`src/rtl/run_det_pkg.sv`:
```
`default_nettype none
// ============================================================================
// Module   : run_det_pkg
// Purpose  : Shared types and constants for the run_detector block.
// Revision : 1.0 - initial release
// ============================================================================
package run_det_pkg;

  typedef enum logic [1:0] {
    IDLE = 2'd0,
    ZERO = 2'd1,
    ONES = 2'd2,
    HOLD = 2'd3
  } run_det_state_t;

  localparam logic MODE_EXACT   = 1'b0;
  localparam logic MODE_ATLEAST = 1'b1;

endpackage
`default_nettype wire

```
`src/rtl/run_detector_sat_counter.sv`:
```
`default_nettype none
// ============================================================================
// Module   : sat_counter
// Purpose  : Saturating up-counter with synchronous clear and increment enable.
// Revision : 1.0 - initial release
// ============================================================================
module sat_counter #(
  parameter int W = 8
) (
  input  logic         clk,
  input  logic         rst,
  input  logic         clr,
  input  logic         inc,
  output logic [W-1:0] cnt
);

  logic [W-1:0] r_cnt;

  // Clear beats increment; the counter sticks once it reaches all-ones.
  always_ff @(posedge clk) begin
    if (rst) begin
      r_cnt <= '0;
    end else if (clr) begin
      r_cnt <= '0;
    end else if (inc && (r_cnt != '1)) begin
      r_cnt <= r_cnt + W'(1);
    end
  end

  assign cnt = r_cnt;

endmodule
`default_nettype wire

```
`src/rtl/run_detector.sv`:
```
`default_nettype none
// ============================================================================
// Module   : run_detector
// Purpose  : Flags a zero-bracketed run of RUN_LEN ones (exact or at-least),
//            holds the flag until acknowledged and counts detections.
// Revision : 1.0 - initial release
// ============================================================================
module run_detector
  import run_det_pkg::*;
#(
  parameter  int RUN_LEN = 5,
  parameter  int DET_W   = 8,
  localparam int CW      = $clog2(RUN_LEN + 1)
) (
  input  logic             clk,
  input  logic             rst,
  input  logic             j,
  input  logic             en,
  input  logic             mode,
  input  logic             clr,
  output logic             w,
  output logic [CW-1:0]    run_cnt,
  output logic [DET_W-1:0] det_cnt
);

  localparam logic [CW-1:0] c_run_max = CW'(RUN_LEN);

  run_det_state_t r_state;
  run_det_state_t w_state_nxt;
  logic [CW-1:0]  r_run_cnt;
  logic [CW-1:0]  w_run_nxt;
  logic           w_det_inc;

  always_ff @(posedge clk) begin
    if (rst) begin
      r_state   <= IDLE;
      r_run_cnt <= '0;
    end else begin
      r_state   <= w_state_nxt;
      r_run_cnt <= w_run_nxt;
    end
  end

  always_comb begin
    w_state_nxt = IDLE;
    w_run_nxt   = '0;
    w_det_inc   = 1'b0;
    case (r_state)
      IDLE: begin
        w_state_nxt = j ? IDLE : ZERO;
      end
      ZERO: begin
        if (j) begin
          w_state_nxt = ONES;
          w_run_nxt   = CW'(1);
        end else begin
          w_state_nxt = ZERO;
        end
      end
      ONES: begin
        if (j) begin
          if (r_run_cnt < c_run_max) begin
            w_state_nxt = ONES;
            w_run_nxt   = r_run_cnt + CW'(1);
          end else if (mode == MODE_ATLEAST) begin
            w_state_nxt = ONES;
            w_run_nxt   = c_run_max;
          end else begin
            // Run overshot in exact mode: demand a fresh leading zero.
            w_state_nxt = IDLE;
          end
        end else if (r_run_cnt == c_run_max) begin
          w_state_nxt = HOLD;
          w_run_nxt   = c_run_max;
          w_det_inc   = 1'b1;
        end else begin
          // The terminating zero of a short run is the next leading zero.
          w_state_nxt = ZERO;
        end
      end
      HOLD: begin
        if (!en) begin
          w_state_nxt = HOLD;
          w_run_nxt   = c_run_max;
        end
      end
      default: begin
        w_state_nxt = IDLE;
      end
    endcase
  end

  always_comb begin
    w = (r_state == HOLD);
  end

  assign run_cnt = r_run_cnt;

  sat_counter #(
    .W (DET_W)
  ) u_det_cnt (
    .clk (clk),
    .rst (rst),
    .clr (clr),
    .inc (w_det_inc),
    .cnt (det_cnt)
  );

endmodule
`default_nettype wire

```
`config.mk`:
```
export PLATFORM = sky130hd
export DESIGN_NAME = run_detector
export DESIGN_NICKNAME = d
export VERILOG_FILES = /design/src/rtl/run_det_pkg.sv /design/src/rtl/run_detector_sat_counter.sv /design/src/rtl/run_detector.sv
export SDC_FILE = /design/constraint.sdc
export NUM_CORES = 1
export LEC_CHECK = 0
export ABC_AREA = 1
export ABC_CLOCK_PERIOD_IN_PS = 1300
export BUFFER_PORTS_ARGS = -buffer_cell sky130_fd_sc_hd__buf_4
export CAP_MARGIN = 0
export CORE_MARGIN = 3
export CORE_UTILIZATION = 50
export DETAILED_ROUTE_END_ITERATION = 8
export PLACE_DENSITY = 0.74
export SLEW_MARGIN = 20
export SYNTH_ARGS = -nofsm -noshare
export SYNTH_HDL_FRONTEND = slang
export SYNTH_SLANG_ARGS = --single-unit
```
`constraint.sdc`:
```
create_clock -name clk -period 1.3 [get_ports clk]
set_input_delay 0.195 -clock clk [delete_from_list [all_inputs] [get_ports clk]]
set_output_delay 0.195 -clock clk [all_outputs]
set_load 0.005 [all_outputs]
```
Word level (Yosys, flattened, before mapping)
Cells that the tools add are included.

operators by class
  add/subtract/negate cells = 2
  magnitude comparators = 1
  equality and inequality tests = 5
  multiplexer cells = 18
  reductions and logical operators = 3

operator list
  cell                                                                   number
  3-bit two-way mux                                                      5
  2-bit two-way mux                                                      6
  3-bit one-hot mux with 3 select lines                                  1
  8-bit by 1-bit adder with 8-bit output, second input constant          1
  8-bit inequality test, second input constant                           1
  2-bit one-hot mux with 4 select lines                                  1
  1-bit two-way mux                                                      5
  2-bit equality test, second input constant                             2
  3-bit by 1-bit adder with 3-bit output, second input constant          1
  3-bit equality test, second input constant                             1
  3-bit < comparator, second input constant                              1
  2-bit by 1-bit equality test with 1-bit output, second input constant  1
  2-bit zero test                                                        1
  2-bit OR reduction                                                     1
  1-bit logical AND                                                      1

storage, ports and cells
  register bits = 13
  input bits = 6
  output and inout bits = 12
  logic and storage cells = 32

Depth between registers and ports, before layout
  depth in word-level cells = 5
  depth in mapped cells = 8

Modules after synthesis
A second synthesis with hierarchy kept.

second synthesis, totals
  cell total of the unflattened synthesis = 121
  area total of the unflattened synthesis = 782.0 um^2

modules (own cells, without submodules)
  module        times used  cells each  area an instance (um^2)
  sat_counter   1           73          460.4
  run_detector  1           48          321.6

Worst setup path before layout
OpenSTA, ideal clock, no wires.

  path kind = reg-to-reg
  start point = register u_det_cnt.r_cnt[0], in the netlist u_det_cnt.cnt[0]
  end point = register u_det_cnt.r_cnt[0], in the netlist u_det_cnt.cnt[0]
  data arrival time = 1.132 ns
  required time = 1.184 ns
  path slack = 0.052 ns
  cell stages (with the launch flop) = 9
  buffers on the path = 0
  period minus slack after synthesis = 1.248 ns
  path through = dfxtp_1 -> ha_1 -> nand2_1 -> nor2_2 -> nand2_2 -> nand2_4 -> inv_2 -> nor2_1 -> nor2_1

on the way
  cells in the longest elaborated chain, start to end = 2
  elaborated cells between the ends (all ways) = 3
  those cells by class = add/sub: 1; eq/ne: 1; reduce/logical: 1

RTL lines
  element                                                                                         line                            text
  start: declaration                                                                              run_detector_sat_counter.sv:17  logic [W-1:0] r_cnt;
  start signal: assignment                                                                        run_detector_sat_counter.sv:26  r_cnt <= r_cnt + W'(1);
  parallel branches: the longest is 2 deep, another holds 8-bit by 1-bit adder with 8-bit output  -

Parallel ways; which one is timed is not known.
A chain may end at the register's enable or synchronous reset.

Worst setup path after layout
  start point = register r_run_cnt[1], in the netlist run_cnt[1]
  end point = register u_det_cnt.r_cnt[7], in the netlist u_det_cnt.cnt[7]

on the way
  cells in the longest elaborated chain, start to end = 5

RTL lines
  element                   line                            text
  start: declaration        run_detector.sv:30              logic [CW-1:0] r_run_cnt;
  start signal: assignment  run_detector.sv:40              r_run_cnt <= w_run_nxt;
  3-bit equality test       run_detector.sv:72              end else if (r_run_cnt == c_run_max) begin
  1-bit two-way mux         run_detector.sv:72
  1-bit two-way mux         run_detector.sv:61              if (j) begin
  1-bit two-way mux         run_detector.sv:48              case (r_state)
  1-bit logical AND         run_detector_sat_counter.sv:25  end else if (inc && (r_cnt != '1)) begin

No other way between the ends.

==> summary.md <==
| Metric | Value |
|---|---|
| Run status | finished, final reports clean |
| Via count | around 800 |
| Cts-stage hold buffer count | 0 |
| Inserted Diodes | 0 |
| Final Worst Setup Slack | approximately 33 ps |
| Grt met3 use | 0.0747 |
| Cell Rows | 13 |
| DRC violation total after the first TritonRoute iteration | 10 |
| WP data required | 1520 ps |
| Drt pass-1 iters | 5 |
| Worst-case clock skew | 9.14 ps |
| Via-per-instance ratio | 5.02 |
| Synthesized net count | 118 |
| Total grt overflow | 0 |
| Layout overhead on the synthesized area | 45.2% |
| Number of endpoints failing setup at the final stage | 0 |
| Number of nets in the finished design | 150 |
| Final slew viol count | 0 |
| Standard cell core area | about 1300 sq um |
| P_leak | 0.440 nW |
| GPL Wtd Cong | 0.863 |
| Minimum clock period after layout | 1270 ps |
| Most Used Layer, Global Route | met2 |
| Drt total wl | 1850 um |
| Fraction of layout instances using a drive strength above 1 | 0.379 |
| Starting density of the core | 0.541 |
| Die Area | between 1500 and 2000 sq um |
| Maximum clock frequency | 0.789 GHz |
| Number of buffers added by the clock tree synthesis step | 3 |
| Cells after Synth | between 100 and 150 |
| Initial antenna violation count | 0 |
| Worst slew margin relative to its limit | 0.808 |
| Classification of the worst setup path | reg -> reg |
| DP HPWL | about 1300 um |
| Pin count of the biggest net entering global routing | 8 |
| Power per Cell Area | 671 nW/um^2 |
| Io pins | 18 |
| Most common cell after layout, fill and taps aside | sky130_fd_sc_hd__nand2_1 |
| Arr. time, crit path | around 1500 ps |
| Startpoint class of the critical path | register |
| Final worst-path cycle share | 0.975 |
| Number of hold violations in the final report | 0 |
| Most used cells in the layout excluding fill and tap cells | 27 x sky130_fd_sc_hd__nand2_1, 26 x sky130_fd_sc_hd__buf_4, 17 x sky130_fd_sc_hd__nor2_1, 12 x sky130_fd_sc_hd__inv_1, 9 x sky130_fd_sc_hd__dfxtp_1 |
| Avg Cell Area, Syn | 6.62 sq um |
| Measured slew at the worst slew-check pin | between 200 and 300 ps |
| Clock tree buffer depth | 2 |
| Cell variety after synth | 18 |
| Unrepaired setup endpoints after global routing | yes |
| Worst-skew pair later-pin latency | 280 ps |
| Setup Total Neg Slack | 0 ps |
| Clock sinks | 13 |
| Highest cell delay on the worst timing path | 340 ps |
| Netlist area before placement | just over 700 sq um |
| Combined global-route utilization of all metal layers | 0.193 |
| Worst slack, placed | 25.0 ps |
| Launching element of the worst setup path | run_cnt[1] |
| Master of the slowest instance on the critical path | sky130_fd_sc_hd__dfxtp_2 |
| Type of the tightest min-delay check | in -> reg |
| Worst IR drop on VDD | approximately 0.7 mV |
| Launch point of the worst reg-to-reg path | run_cnt[1] |
| Drc violations | 0 |
| Port Buf Inserts | 17 |
| Cell chosen for the clock root | sky130_fd_sc_hd__clkbuf_4 |
| Cell chain of the critical path | inv_2 -> ha_4 -> nand3_4 -> nor2_4 -> nand2_4 -> inv_4 -> nand2_2 -> a21oi_2 |
| Clk slew on worst S/H paths | 80 ps |
| Number of nets with antenna violations after detailed routing | 0 |
| Total of max-cap violations | 0 |
| Highest net fanout along the worst path | 7 |
| Nature of the critical path endpoint | register |
| Vertical extent of the die | 44 um |
| # H-tree levels | 1 |
| Global-route wire length before repair | around 2700 um |
| Fraction of the yosys area taken by sequential cells | 0.360 |
| CTS tree | built |
| Chip width | between 40 and 50 um |
| Warnings from Yosys | 0 |
| Min-delay src | rst |
| Global routing usage on met2 | 0.282 |
| Number of synthesized register bits | 13 |
| GR met1 Demand/Resource | 0.261 |
| Vias in the first global route | 654 |
| Wirelength per Cell | ~12 um |
[critical path, delay by kind of cell, from the launching register on]
| family | cells | cell delay, ps |
|---|---|---|
| simple gates | 4 | 440 |
| flops | 1 | 340 |
| buf+inv | 2 | 160 |
| fa+ha+maj | 1 | 130 |
| compound gates | 1 | 130 |
[report_power, final]
part / switching (mW) / internal, mW / leakage [nW]
Combinational: 0.0265 / 0.0227 / 0.317
Sequential: 0.00412 / 0.401 / 0.107
Clock: 0.130 / 0.119 / 0.0150
[layout make-up]
class / count / area, sq um
inverters: 15 / 58.8
repair buffers: 27 / 206
flip-flops and latches: 13 / 268
multi-input cells: 81 / 470
fillers: 96 / 285
clock buffers: 4 / 26.3
well taps: 15 / 18.8
[kinds of logic (layout without fill, tap and decap cells)]
logic type                 Yosys count  after routing  synth area share
AOI/OAI and AO/OA                   11             11            0.0763
xor gates and xnor gates             3              3            0.0364
adders and majority gates            3              3            0.0520
buffers and inverters               15             46            0.0780
DFF                                 13             13             0.360
and+or+nand+nor                     64             64             0.397
[Yosys cell counts]
master	n	area share
sky130_fd_sc_hd__nor2_2	1	0.0087
sky130_fd_sc_hd__nand2_4	1	0.016
sky130_fd_sc_hd__nand2_1	29	0.15
sky130_fd_sc_hd__nand3_2	1	0.014
sky130_fd_sc_hd__nand2_2	1	0.0087
sky130_fd_sc_hd__xor2_1	3	0.036
sky130_fd_sc_hd__nand3_1	6	0.042
sky130_fd_sc_hd__o21ai_0	3	0.021
sky130_fd_sc_hd__inv_2	2	0.010
sky130_fd_sc_hd__ha_1	3	0.052
sky130_fd_sc_hd__dfxtp_1	13	0.36
sky130_fd_sc_hd__nor4_1	1	0.0087
sky130_fd_sc_hd__nor2_1	19	0.099
sky130_fd_sc_hd__nand4_1	3	0.026
sky130_fd_sc_hd__nor2_4	1	0.016
sky130_fd_sc_hd__or2_2	1	0.0087
sky130_fd_sc_hd__a21oi_1	8	0.055
sky130_fd_sc_hd__inv_1	13	0.068
[registers in the layout, indices dropped and copies added (netlist names)]
| name | count |
|---|---|
| r_state | 2 |
| run_cnt | 3 |
| u_det_cnt.cnt | 8 |
[through the flow]
step	hold WS, ps	power [mW]	instances	area [sq um]	util
finish	105	0.704	155	1050	0.786
global route	92.4	0.737	155	1050	0.786
global placement	410	0.459	148	921	0.690
floorplan	264	0.435	109	722	-
CTS	108	0.709	152	947	0.710
detailed placement	410	0.460	148	921	0.690
[path summary, 6_finish.rpt]
path | to | slack (ps) | depth (start not counted)
setup / recovery | u_det_cnt.cnt[7] | 30 | 8
hold / removal | run_cnt[0] | 100 | 2
setup reg to reg | u_det_cnt.cnt[7] | 30 | 8
hold reg to reg | u_det_cnt.cnt[4] | 530 | 2
[timing repair]
action	4_1_cts	5_1_grt
setup buffers	0	3
resized for setup	0	24
endpoints found under the setup margin	0	8
[layer usage]
layer	routed length, um	part of all wire	vias up
met5	0	0	-
met4	11	0.0060	0
met3	85	0.046	2
met2	921	0.50	15
met1	826	0.45	355
li1	-	-	406
Power figures use the tool's default switching activity.
